[src/rtl/program_memory_arbiter_if.sv]
// Bundle between the program memory arbiter, its two requesters (fetch, loader)
// and the single-port synchronous program memory.
interface program_memory_arbiter_if #(
  parameter int unsigned MEMORY_DEPTH = 32,
  parameter int unsigned DATA_WIDTH   = 32
);
  localparam int unsigned AW = $clog2(MEMORY_DEPTH);

  logic                  fetch_req_i;
  logic [DATA_WIDTH-1:0] fetch_addr_i;
  logic                  fetch_gnt_o;
  logic                  fetch_valid_o;
  logic [DATA_WIDTH-1:0] fetch_rdata_o;
  logic                  fetch_err_o;

  logic                  load_req_i;
  logic                  load_we_i;
  logic [DATA_WIDTH-1:0] load_addr_i;
  logic [DATA_WIDTH-1:0] load_wdata_i;
  logic                  load_gnt_o;
  logic                  load_valid_o;
  logic [DATA_WIDTH-1:0] load_rdata_o;
  logic                  load_err_o;

  logic                  mem_en_o;
  logic                  mem_we_o;
  logic [AW-1:0]         mem_addr_o;
  logic [DATA_WIDTH-1:0] mem_wdata_o;
  logic [DATA_WIDTH-1:0] mem_rdata_i;

  // Arbiter side
  modport slave (
    input  fetch_req_i, fetch_addr_i,
    input  load_req_i, load_we_i, load_addr_i, load_wdata_i,
    input  mem_rdata_i,
    output fetch_gnt_o, fetch_valid_o, fetch_rdata_o, fetch_err_o,
    output load_gnt_o, load_valid_o, load_rdata_o, load_err_o,
    output mem_en_o, mem_we_o, mem_addr_o, mem_wdata_o
  );

  // Requester / memory side
  modport master (
    output fetch_req_i, fetch_addr_i,
    output load_req_i, load_we_i, load_addr_i, load_wdata_i,
    output mem_rdata_i,
    input  fetch_gnt_o, fetch_valid_o, fetch_rdata_o, fetch_err_o,
    input  load_gnt_o, load_valid_o, load_rdata_o, load_err_o,
    input  mem_en_o, mem_we_o, mem_addr_o, mem_wdata_o
  );
endinterface

[src/rtl/program_memory_arbiter.sv]
// Two-requester (fetch / loader) arbiter for a single-port program memory.
// Each transaction runs IDLE -> ACCESS -> RESP with round-robin on contention.
module program_memory_arbiter #(
  parameter int unsigned MEMORY_DEPTH = 32,
  parameter int unsigned DATA_WIDTH   = 32
) (
  input logic                     clk,
  input logic                     reset,
  program_memory_arbiter_if.slave bus
);
  localparam int unsigned AW = $clog2(MEMORY_DEPTH);

  localparam logic [1:0] IDLE   = 2'd0;
  localparam logic [1:0] ACCESS = 2'd1;
  localparam logic [1:0] RESP   = 2'd2;

  localparam logic WIN_FETCH = 1'b0;
  localparam logic WIN_LOAD  = 1'b1;

  logic [1:0]            state;
  logic [1:0]            state_nxt;
  logic                  last_winner;
  logic                  grant_c;
  logic                  winner_c;
  logic                  win_q;
  logic                  we_q;
  logic [DATA_WIDTH-1:0] addr_q;
  logic [DATA_WIDTH-1:0] wdata_q;
  logic                  txn_err_c;

  // Misaligned or beyond the last word
  assign txn_err_c = (addr_q[1:0] != 2'b00) ||
                     ((addr_q >> 2) >= DATA_WIDTH'(MEMORY_DEPTH));

  always_ff @(posedge clk or posedge reset) begin
    if (reset) state <= IDLE;
    else       state <= state_nxt;
  end

  // Transaction capture on grant; last_winner resets to loader so fetch wins first
  always_ff @(posedge clk or posedge reset) begin
    if (reset) begin
      last_winner <= WIN_LOAD;
      win_q       <= WIN_FETCH;
      we_q        <= 1'b0;
      addr_q      <= '0;
      wdata_q     <= '0;
    end else if (grant_c) begin
      last_winner <= winner_c;
      win_q       <= winner_c;
      we_q        <= (winner_c == WIN_LOAD) && bus.load_we_i;
      addr_q      <= (winner_c == WIN_LOAD) ? bus.load_addr_i : bus.fetch_addr_i;
      wdata_q     <= (winner_c == WIN_LOAD) ? bus.load_wdata_i : '0;
    end
  end

  always_comb begin
    state_nxt         = state;
    grant_c           = 1'b0;
    winner_c          = WIN_FETCH;
    bus.fetch_gnt_o   = 1'b0;
    bus.fetch_valid_o = 1'b0;
    bus.fetch_rdata_o = '0;
    bus.fetch_err_o   = 1'b0;
    bus.load_gnt_o    = 1'b0;
    bus.load_valid_o  = 1'b0;
    bus.load_rdata_o  = '0;
    bus.load_err_o    = 1'b0;
    bus.mem_en_o      = 1'b0;
    bus.mem_we_o      = 1'b0;
    bus.mem_addr_o    = '0;
    bus.mem_wdata_o   = '0;

    // Outputs are forced quiet for as long as reset is held
    if (!reset) begin
      case (state)
        IDLE: begin
          if (bus.fetch_req_i || bus.load_req_i) begin
            grant_c  = 1'b1;
            winner_c = (bus.fetch_req_i && bus.load_req_i) ? ~last_winner
                                                           : bus.load_req_i;
            if (winner_c == WIN_LOAD) bus.load_gnt_o  = 1'b1;
            else                      bus.fetch_gnt_o = 1'b1;
            state_nxt = ACCESS;
          end
        end
        ACCESS: begin
          if (!txn_err_c) begin
            bus.mem_en_o    = 1'b1;
            bus.mem_we_o    = we_q;
            bus.mem_addr_o  = addr_q[AW+1:2];
            bus.mem_wdata_o = wdata_q;
          end
          state_nxt = RESP;
        end
        RESP: begin
          if (win_q == WIN_LOAD) begin
            bus.load_valid_o = 1'b1;
            bus.load_err_o   = txn_err_c;
            bus.load_rdata_o = (!txn_err_c && !we_q) ? bus.mem_rdata_i : '0;
          end else begin
            bus.fetch_valid_o = 1'b1;
            bus.fetch_err_o   = txn_err_c;
            bus.fetch_rdata_o = !txn_err_c ? bus.mem_rdata_i : '0;
          end
          state_nxt = IDLE;
        end
        default: state_nxt = IDLE;
      endcase
    end
  end
endmodule

[src/flat_wrapper.sv]
// flat-port wrapper written by rule: the top's interface ports become plain ports
module program_memory_arbiter_flat 
#(
  parameter int unsigned MEMORY_DEPTH = 32,
  parameter int unsigned DATA_WIDTH   = 32
)
  (clk, reset, bus_fetch_req_i, bus_fetch_addr_i, bus_load_req_i, bus_load_we_i, bus_load_addr_i, bus_load_wdata_i, bus_mem_rdata_i, bus_fetch_gnt_o, bus_fetch_valid_o, bus_fetch_rdata_o, bus_fetch_err_o, bus_load_gnt_o, bus_load_valid_o, bus_load_rdata_o, bus_load_err_o, bus_mem_en_o, bus_mem_we_o, bus_mem_addr_o, bus_mem_wdata_o);
  program_memory_arbiter_if #(.MEMORY_DEPTH(MEMORY_DEPTH), .DATA_WIDTH(DATA_WIDTH)) bus_i ();
  input logic clk;
  input logic reset;
  input wire logic [$bits(bus_i.fetch_req_i)-1:0] bus_fetch_req_i;
  input wire logic [$bits(bus_i.fetch_addr_i)-1:0] bus_fetch_addr_i;
  input wire logic [$bits(bus_i.load_req_i)-1:0] bus_load_req_i;
  input wire logic [$bits(bus_i.load_we_i)-1:0] bus_load_we_i;
  input wire logic [$bits(bus_i.load_addr_i)-1:0] bus_load_addr_i;
  input wire logic [$bits(bus_i.load_wdata_i)-1:0] bus_load_wdata_i;
  input wire logic [$bits(bus_i.mem_rdata_i)-1:0] bus_mem_rdata_i;
  output wire logic [$bits(bus_i.fetch_gnt_o)-1:0] bus_fetch_gnt_o;
  output wire logic [$bits(bus_i.fetch_valid_o)-1:0] bus_fetch_valid_o;
  output wire logic [$bits(bus_i.fetch_rdata_o)-1:0] bus_fetch_rdata_o;
  output wire logic [$bits(bus_i.fetch_err_o)-1:0] bus_fetch_err_o;
  output wire logic [$bits(bus_i.load_gnt_o)-1:0] bus_load_gnt_o;
  output wire logic [$bits(bus_i.load_valid_o)-1:0] bus_load_valid_o;
  output wire logic [$bits(bus_i.load_rdata_o)-1:0] bus_load_rdata_o;
  output wire logic [$bits(bus_i.load_err_o)-1:0] bus_load_err_o;
  output wire logic [$bits(bus_i.mem_en_o)-1:0] bus_mem_en_o;
  output wire logic [$bits(bus_i.mem_we_o)-1:0] bus_mem_we_o;
  output wire logic [$bits(bus_i.mem_addr_o)-1:0] bus_mem_addr_o;
  output wire logic [$bits(bus_i.mem_wdata_o)-1:0] bus_mem_wdata_o;
  assign bus_i.fetch_req_i = bus_fetch_req_i;
  assign bus_i.fetch_addr_i = bus_fetch_addr_i;
  assign bus_i.load_req_i = bus_load_req_i;
  assign bus_i.load_we_i = bus_load_we_i;
  assign bus_i.load_addr_i = bus_load_addr_i;
  assign bus_i.load_wdata_i = bus_load_wdata_i;
  assign bus_i.mem_rdata_i = bus_mem_rdata_i;
  assign bus_fetch_gnt_o = bus_i.fetch_gnt_o;
  assign bus_fetch_valid_o = bus_i.fetch_valid_o;
  assign bus_fetch_rdata_o = bus_i.fetch_rdata_o;
  assign bus_fetch_err_o = bus_i.fetch_err_o;
  assign bus_load_gnt_o = bus_i.load_gnt_o;
  assign bus_load_valid_o = bus_i.load_valid_o;
  assign bus_load_rdata_o = bus_i.load_rdata_o;
  assign bus_load_err_o = bus_i.load_err_o;
  assign bus_mem_en_o = bus_i.mem_en_o;
  assign bus_mem_we_o = bus_i.mem_we_o;
  assign bus_mem_addr_o = bus_i.mem_addr_o;
  assign bus_mem_wdata_o = bus_i.mem_wdata_o;
  program_memory_arbiter #(.MEMORY_DEPTH(MEMORY_DEPTH), .DATA_WIDTH(DATA_WIDTH)) u_core (.clk(clk), .reset(reset), .bus(bus_i));
endmodule
[config.mk]
export PLATFORM = sky130hd
export DESIGN_NAME = program_memory_arbiter_flat
export DESIGN_NICKNAME = d
export VERILOG_FILES = /design/src/rtl/program_memory_arbiter_if.sv /design/src/rtl/program_memory_arbiter.sv /design/src/flat_wrapper.sv
export SDC_FILE = /design/constraint.sdc
export NUM_CORES = 1
export LEC_CHECK = 0
export ABC_AREA = 1
export CAP_MARGIN = 20
export CORE_MARGIN = 1
export CORE_UTILIZATION = 41
export CTS_CLUSTER_DIAMETER = 50
export DETAILED_ROUTE_END_ITERATION = 12
export HOLD_SLACK_MARGIN = 0.05
export PLACE_DENSITY = 0.87
export RECOVER_POWER = 25
export SLEW_MARGIN = 40
export SYNTH_ARGS = -nofsm -noshare
export SYNTH_HDL_FRONTEND = slang
export SYNTH_SLANG_ARGS = --single-unit
export TNS_END_PERCENT = 1
[constraint.sdc]
create_clock -name clk -period 5.35 [get_ports clk]
set_input_delay 0.535 -clock clk [delete_from_list [all_inputs] [get_ports clk]]
set_output_delay 0.535 -clock clk [all_outputs]
set_load 0.01 [all_outputs]
### After elaboration in Yosys (flattened, before gate mapping)

Index checks and enable logic that the tools add are counted.

* $add $sub $neg: 0
* $mul: 0
* div/mod/pow operators: 0
* magnitude comparators: 1
* eq/ne operators: 3
* shift-type cells: 0
* multiplexer cells: 51
* bitwise gates (word level): 2
* reductions and logical operators: 10

Operators with widths (count)
* 32-bit 2-to-1 mux: 13
* 1-bit 2-to-1 mux: 33
* 30-bit by 6-bit >= comparator with 1-bit output (second input constant): 1
* 5-bit 2-to-1 mux: 3
* 2-bit case mux with 2 select lines: 1
* 1-bit logical AND: 3
* 2-bit by 1-bit == test with 1-bit output (second input constant): 1
* 2-bit == test (second input constant): 1
* 1-bit logical NOT: 2
* 2-bit logical NOT: 1
* 1-bit logical OR: 2
* 2-bit 2-to-1 mux: 1
* 2-bit by 1-bit inequality test with 1-bit output (second input constant): 1
* 1-bit NOT: 2
* 2-bit AND reduction: 1
* 2-bit nonzero test: 1

* flip-flop bits (word level): 69
* latch bits: 0
* memory bits (writable): 0
* bits in read-only memories: 0
* output and inout port bits: 109
* memories kept: 0

### Longest topological paths before layout

Gate-level depths: netlist of run 1.

* depth after elaboration: 8
* depth in mapped cells: 9
* depth with buffers taken out: 8

### Least setup slack after synthesis of run 1

Ideal clock, no wire load.

* kind: input port to output port
* start point: input reset
* end point: output bus_fetch_gnt_o
* data arrival time: 2.136 ns
* data required time: 4.815 ns
* slack: 2.679 ns
* cell stages on the path: 6
* buffers on the path: 1
* cell sequence: inv_2 nand3_2 nor2_2 inv_2 buf_2 nor2_1

* longest elaborated chain between the ends: 1

Ends and longest elaborated chain
* start: declaration: RTL line flat_wrapper.sv:10 `input logic reset;`
* 1-bit 2-to-1 mux: RTL line program_memory_arbiter.sv:75 `if (!reset) begin`
* end: declaration: RTL line flat_wrapper.sv:18 `output wire logic [$bits(bus_i.fetch_gnt_o)-1:0] bus_fetch_gnt_o;`

Every way passes these cells.

### Worst setup path in the final report of run 1

* start point: register u_core.addr_q[25]
* end point: output bus_mem_wdata_o[21]

* longest elaborated chain between the ends: 5

Ends and longest elaborated chain
* start: declaration: RTL line program_memory_arbiter.sv:27 `logic [DATA_WIDTH-1:0] addr_q;`
* start signal: assignment: RTL line program_memory_arbiter.sv:52 `addr_q <= (winner_c == WIN_LOAD) ? bus.load_addr_i : bus.fetch_addr_i;`
* 30-bit by 6-bit >= comparator with 1-bit output: RTL line program_memory_arbiter.sv:33 `((addr_q >> 2) >= DATA_WIDTH'(MEMORY_DEPTH));`
* 1-bit logical OR: RTL line program_memory_arbiter.sv:32 `assign txn_err_c = (addr_q[1:0] != 2'b00) ||`
* 32-bit 2-to-1 mux: RTL line program_memory_arbiter.sv:88 `if (!txn_err_c) begin`
* 32-bit 2-to-1 mux: RTL line program_memory_arbiter.sv:76 `case (state)`
* 32-bit 2-to-1 mux: RTL line program_memory_arbiter.sv:75
* end: declaration: RTL line flat_wrapper.sv:29 `output wire logic [$bits(bus_i.mem_wdata_o)-1:0] bus_mem_wdata_o;`

Every way passes these cells.

==> impl_metrics.json, run 1 <==
{
  "status": "completed",
  "skew_ps": 11.6,
  "cts_tree": "done",
  "hpwl_mm": 9.69,
  "crit_fanout": 39,
  "min-delay-start": "u_core.last_winner",
  "p_per_area_mw_per_mm2": 282,
  "start_util_pct": 42.5,
  "gr-usage-all-layers_pct": 23.9,
  "vias_per_cell": 4.64,
  "worstReg2RegEnd": "u_core.addr_q[28]",
  "synth_nets": 736,
  "hold_class": "reg2reg",
  "avgRoutedWirePerCell_um": 12.8,
  "arrival_ps": 3070,
  "syn-instance-count": 603,
  "maxSlewViolCount": 0,
  "grt_max_degree": 72,
  "clkSinkCount": 69,
  "cp-end-kind": "output port",
  "crit_path_start_kind": "flip-flop",
  "grt_overflow": 0,
  "fmax_mhz": 277,
  "grt_antenna_before_repair": 0,
  "yosysWarnings": 0,
  "final_util_pct": 70.9,
  "grt_pass1_vias": 4160,
  "total_power_mw": 1.86,
  "die_w_um": 100,
  "power.leakage_nw": 2.87,
  "rsz0062_at_grt": "false",
  "gp_congestion": 0.832,
  "ys_types": 23,
  "cp_data_required_time_ps": 4820,
  "cts_hold_buf": 0,
  "drive_gt1_share_pct": 5.08,
  "die_h_um": 100,
  "area_growth_pct": 66.7,
  "drc": 0,
  "drtAntennaViolNets": 0,
  "cts_max_path_buffers": 2,
  "core_sq_mm": 0.00933,
  "hold_end": "u_core.last_winner",
  "finalHoldViolations": 0,
  "r2r_cells": 6,
  "io_pins": 242,
  "setup_viol": 0,
  "clk_latency_ps": 330,
  "min_path_cells": 2,
  "clk_pin_slew_worst_paths_ps": 70,
  "io_buffers": 241,
  "synth_area_sq_mm": 0.00397,
  "post-route-period-util_pct": 67.4,
  "fillers": 794,
  "die_area_sq_mm": 0.0101,
  "dr.pass1.iters": 4,
  "setup_tns_ps": 0,
  "r2r-start": "u_core.state[1]",
  "post_cts_buffers": 0,
  "layout.nets": 956,
  "first_iter_violations": 138,
  "ys_seq_area_share_pct": 43.5,
  "drt-total-wl_mm": 12.3,
  "grt_pass1_wl_mm": 18.9,
  "crit_type": "reg2out",
  "root_buffer": "clkbuf_8",
  "r2r_slack_ps": 3690,
  "syn_avg_cell_area_sq_um": 6.58,
  "period_needed_ps": 3610,
  "ir_drop_uv": 186,
  "whs_ps": 465,
  "vias": 4442,
  "cts_buffers": 9,
  "relSlewSlack_pct": 49.5,
  "synth_seq_cells": 69,
  "post_cts_resize_count": 0,
  "worst_pin_slew_ps": 755,
  "row_count": 35,
  "cts_max_level": 3,
  "drv_cap": 0,
  "startpoint": "u_core.addr_q[25]"
}
[state kept, by name, indices dropped and copies added (netlist names)]
name                count
u_core.win_q            1
u_core.we_q             1
u_core.addr_q          32
u_core.last_winner      1
u_core.state            2
u_core.wdata_q         32
[where the power goes]
group / switching, mW / internal [mW] / total, mW / leakage [nW]
Combinational: 0.344 / 0.247 / 0.591 / 1.89
Clock: 0.185 / 0.237 / 0.422 / 0.101
Sequential: 0.0982 / 0.751 / 0.850 / 0.871
Total: 0.627 / 1.24 / 1.86 / 2.87
[cells by family after synthesis]
family                 share of synthesized area (%)
AOI/OAI and AO/OA                               8.83
DFF                                             43.5
and+or+nand+nor                                 34.3
buffers and inverters                           13.4
[cell usage after synthesis (all sizes together)]
cell type	count	area share [%]
nand2	146	14
dfstp	1	0.66
o21bai	1	0.19
a21boi	1	0.19
o21ai	67	8.4
and2	1	0.16
buf	24	3.3
nor2	150	15
clkbuf	12	1.1
dfrtp	68	43
inv	94	8.9
nor3	4	0.63
nand3	34	4.5
[cell usage in the layout (no fill, tap or decap)]
master           synthesis  routed
nand3_4                  0       1
and2_0                   1       1
clkbuf_8                 0      11
inv_1                   89      89
o21bai_1                 1       1
nand2_1                145     144
nor3_1                   3       3
dfstp_2                  1       1
dfrtp_1                 68      68
nand3_2                  2       1
o21ai_1                 33      33
diode_2                  0       1
o21ai_0                 34      34
nor2_1                 138     138
nand3_1                 32      32
inv_2                    5       5
clkdlybuf4s50_1          0     240
nor2_4                   1       2
nor2_2                  11      10
clkinv_2                 0       2
nand2_2                  1       2
bufinv_16                0       1
buf_4                    2       3
clkinvlp_4               0       1
a21boi_1                 1       1
buf_6                    2       1
nor3_2                   1       1
dlygate4sd3_1            0       1
[per-layer routing]
layer / wire length (um) / global-route usage [%] / vias to the layer above
met3: 716 / 4.46 / 32
met5: 0 / 0 / -
met1: 4610 / 25.6 / 2005
met4: 486 / 11.6 / 0
met2: 6460 / 45.0 / 170
li1: - / - / 2235
[how the worst max path moves through the flow]
| stage | endpoint | slack [ps] | depth (start not counted) |
|---|---|---|---|
| 2_1_floorplan | bus_fetch_gnt_o | 2680 | 6 |
| 3_3_place_gp | bus_mem_wdata_o[29] | 1930 | 8 |
| 3_5_place_dp | bus_mem_wdata_o[21] | 1790 | 8 |
| 4_1_cts | bus_mem_wdata_o[11] | 1390 | 8 |
| 5_1_grt | bus_mem_wdata_o[31] | 1470 | 8 |
| 6_report | bus_mem_wdata_o[21] | 1740 | 8 |
[metrics by stage]
step / instance area, sq um / cells / setup WS, ps
2_1_floorplan: 3970 / 603 / 2680
4_1_cts: 6600 / 956 / 1390
6_report: 6620 / 957 / 1740
3_3_place_gp: 6400 / 941 / 1930
3_5_place_dp: 6400 / 941 / 1790
5_1_grt: 6610 / 956 / 1470
[worst max-delay path, stage by stage (launching register included)]
cell             delay, ps
dfrtp_1                380
inv_1                   60
nand2_1                 50
nor2_1                 110
nand2_1                 90
nor2_4                 610
nand3_4                570
nor2_1                 280
clkdlybuf4s50_1        580
[final cells by class]
cell class	instances	area, sq um	area share, %
antenna	1	2.50	0.0378
clock buffer	11	151	2.29
clock inverter	4	47.5	0.719
inverter	94	353	5.33
multi-input combinational	404	1730	26.1
sequential	69	1730	26.1
tap	129	161	2.44
timing repair buffer	245	2450	37.0
Power figures use the tool's default switching activity.
==> inputs of run 2 (changes only) <==
Settings changed: CORE_UTILIZATION 41 to 34, PLACE_DENSITY 0.87 to 0.77.
Clock period 5.35 ns to 2.95 ns, I/O delays scaled along.
==> impl_metrics.json, run 2 (synthesized netlist as in run 1, its figures left out) <==
{
  "status": "complete, but fails checks",
  "violations": "capacitance limit, slew limit",
  "vias": 4345,
  "grt_antenna_before_repair": 0,
  "row_count": 39,
  "cp-end-kind": "output port",
  "drc": 0,
  "crit_path_start_kind": "flip-flop",
  "grt_overflow": 0,
  "gr-usage-all-layers_pct": 19.9,
  "clkSinkCount": 69,
  "r2r_cells": 6,
  "power.switching_mw": 1.16,
  "maxSlewViolCount": 72,
  "clk_latency_ps": 320,
  "fillers": 1088,
  "io_buffers": 241,
  "min_path_cells": 2,
  "power.leakage_nw": 2.94,
  "cts_max_path_buffers": 2,
  "die_w_um": 110,
  "crit_fanout": 33,
  "die_h_um": 110,
  "io_pins": 242,
  "pwr-share-comb_pct": 28.9,
  "skew_ps": 3.37,
  "first_iter_violations": 246,
  "rsz0062_at_grt": "false",
  "area_growth_pct": 70.5,
  "hold_class": "reg2reg",
  "p_per_area_mw_per_mm2": 536,
  "final_common_cell": "clkdlybuf4s50_1",
  "cts_hold_buf": 0,
  "grt_pass1_wl_mm": 18.4,
  "arrival_ps": 2430,
  "layout.nets": 963,
  "register_area_sq_mm": 0.00173,
  "drt-total-wl_mm": 12.2,
  "grt_pass1_vias": 3864,
  "cts_max_level": 3,
  "cts_buffers": 9,
  "p_sw_share_pct": 32.0,
  "die_area_sq_mm": 0.0121,
  "ir_drop_uv": 330,
  "root_buffer": "clkbuf_16",
  "drv_cap": 1,
  "multi_input_comb_area_sq_mm": 0.00172,
  "pwr-share-clk_pct": 28.9,
  "crit_type": "reg2out",
  "fmax_mhz": 367,
  "period_needed_ps": 2730,
  "mostFrequentLayoutCells": "clkdlybuf4s50_1, nand2_1, nor2_1",
  "cts_tree": "done",
  "hpwl_mm": 9.13,
  "largestRegisters": "u_core.addr_q (32), u_core.wdata_q (32), u_core.state (2)",
  "diodes": 0,
  "finalNonFillerCells": 978,
  "vias_per_cell": 4.44,
  "dpl.cell_count": 961,
  "finalHoldViolations": 0,
  "setup_tns_ps": 0,
  "post-route-period-util_pct": 92.4,
  "relSlewSlack_pct": -15.7,
  "cp_data_required_time_ps": 2650,
  "worst_pin_slew_ps": 1740,
  "clk_pin_slew_worst_paths_ps": 60,
  "setup_viol": 0,
  "core_sq_mm": 0.0114,
  "grt_max_degree": 72,
  "p_int_mw": 2.47,
  "dr.pass1.iters": 4,
  "gp_congestion": 0.754,
  "avgRoutedWirePerCell_um": 12.4,
  "drtAntennaViolNets": 0,
  "start_util_pct": 34.8,
  "p_seq_share_pct": 42.2,
  "drive_gt1_share_pct": 5.99
}
==> run 2: metal layers <==
layer  wire (um)  part of all wire [%]  track usage (%)
met2        6090                    50             35.7
met5           0                     0                0
met4         161                   1.3             5.71
met1        4940                    41             22.7
met3         976                   8.0             5.94
==> run 2: layout make-up <==
| type | count | share of cell area [%] |
|---|---|---|
| clock buffers | 9 | 3.33 |
| well taps | 143 | 2.64 |
| repair inverters | 1 | 0.111 |
| flip-flops and latches | 69 | 25.5 |
| multi-input cells | 404 | 25.4 |
| clock inverters | 7 | 0.980 |
| inverters | 94 | 5.27 |
| repair buffers | 251 | 36.7 |
==> run 2: power by group through the flow <==
| stage | Sequential, mW | Clock [mW] | Combinational [mW] |
|---|---|---|---|
| floorplan | 1.50 | 0 | 0.712 |
| global placement | 1.53 | 0 | 1.04 |
| detailed placement | 1.54 | 0 | 1.06 |
| CTS | 1.53 | 1.07 | 1.07 |
| global route | 1.58 | 1.11 | 1.23 |
| finish | 1.53 | 1.05 | 1.05 |
==> run 2: timing repair <==
item	CTS	global route
gates resized for setup	0	3
setup buffers	0	0
setup endpoints to repair	0	33
==> run 2: worst max-delay path, cell delays in order, from the launching register on <==
cell and delay [ps]:
dfrtp_1 380, nor3_1 210, nand2_1 130, nor2_4 170, buf_4 330, nand3_1 180, nor2_1 140, clkdlybuf4s50_1 540
==> run 2: final timing paths <==
check,from,endpoint,slack (ps)
min,u_core.last_winner,u_core.last_winner,470
max,u_core.addr_q[28],bus_load_rdata_o[10],220
max reg2reg,u_core.state[1],u_core.addr_q[29],1310
min reg2reg,u_core.last_winner,u_core.last_winner,470
max in group asynchronous,reset,u_core.addr_q[30],860
min in group asynchronous,reset,u_core.state[1],1070
==> run 2: through the flow <==
step	cell area [sq um]	setup slack (ps)	hold slack [ps]	total power, mW	util [%]
global placement	6460	424	453	2.56	56.6
global route	6770	36.3	497	3.92	59.3
floorplan	3970	759	416	2.21	-
CTS	6760	194	475	3.67	59.2
detailed placement	6470	344	466	2.61	56.6
finish	6770	224	471	3.63	59.3
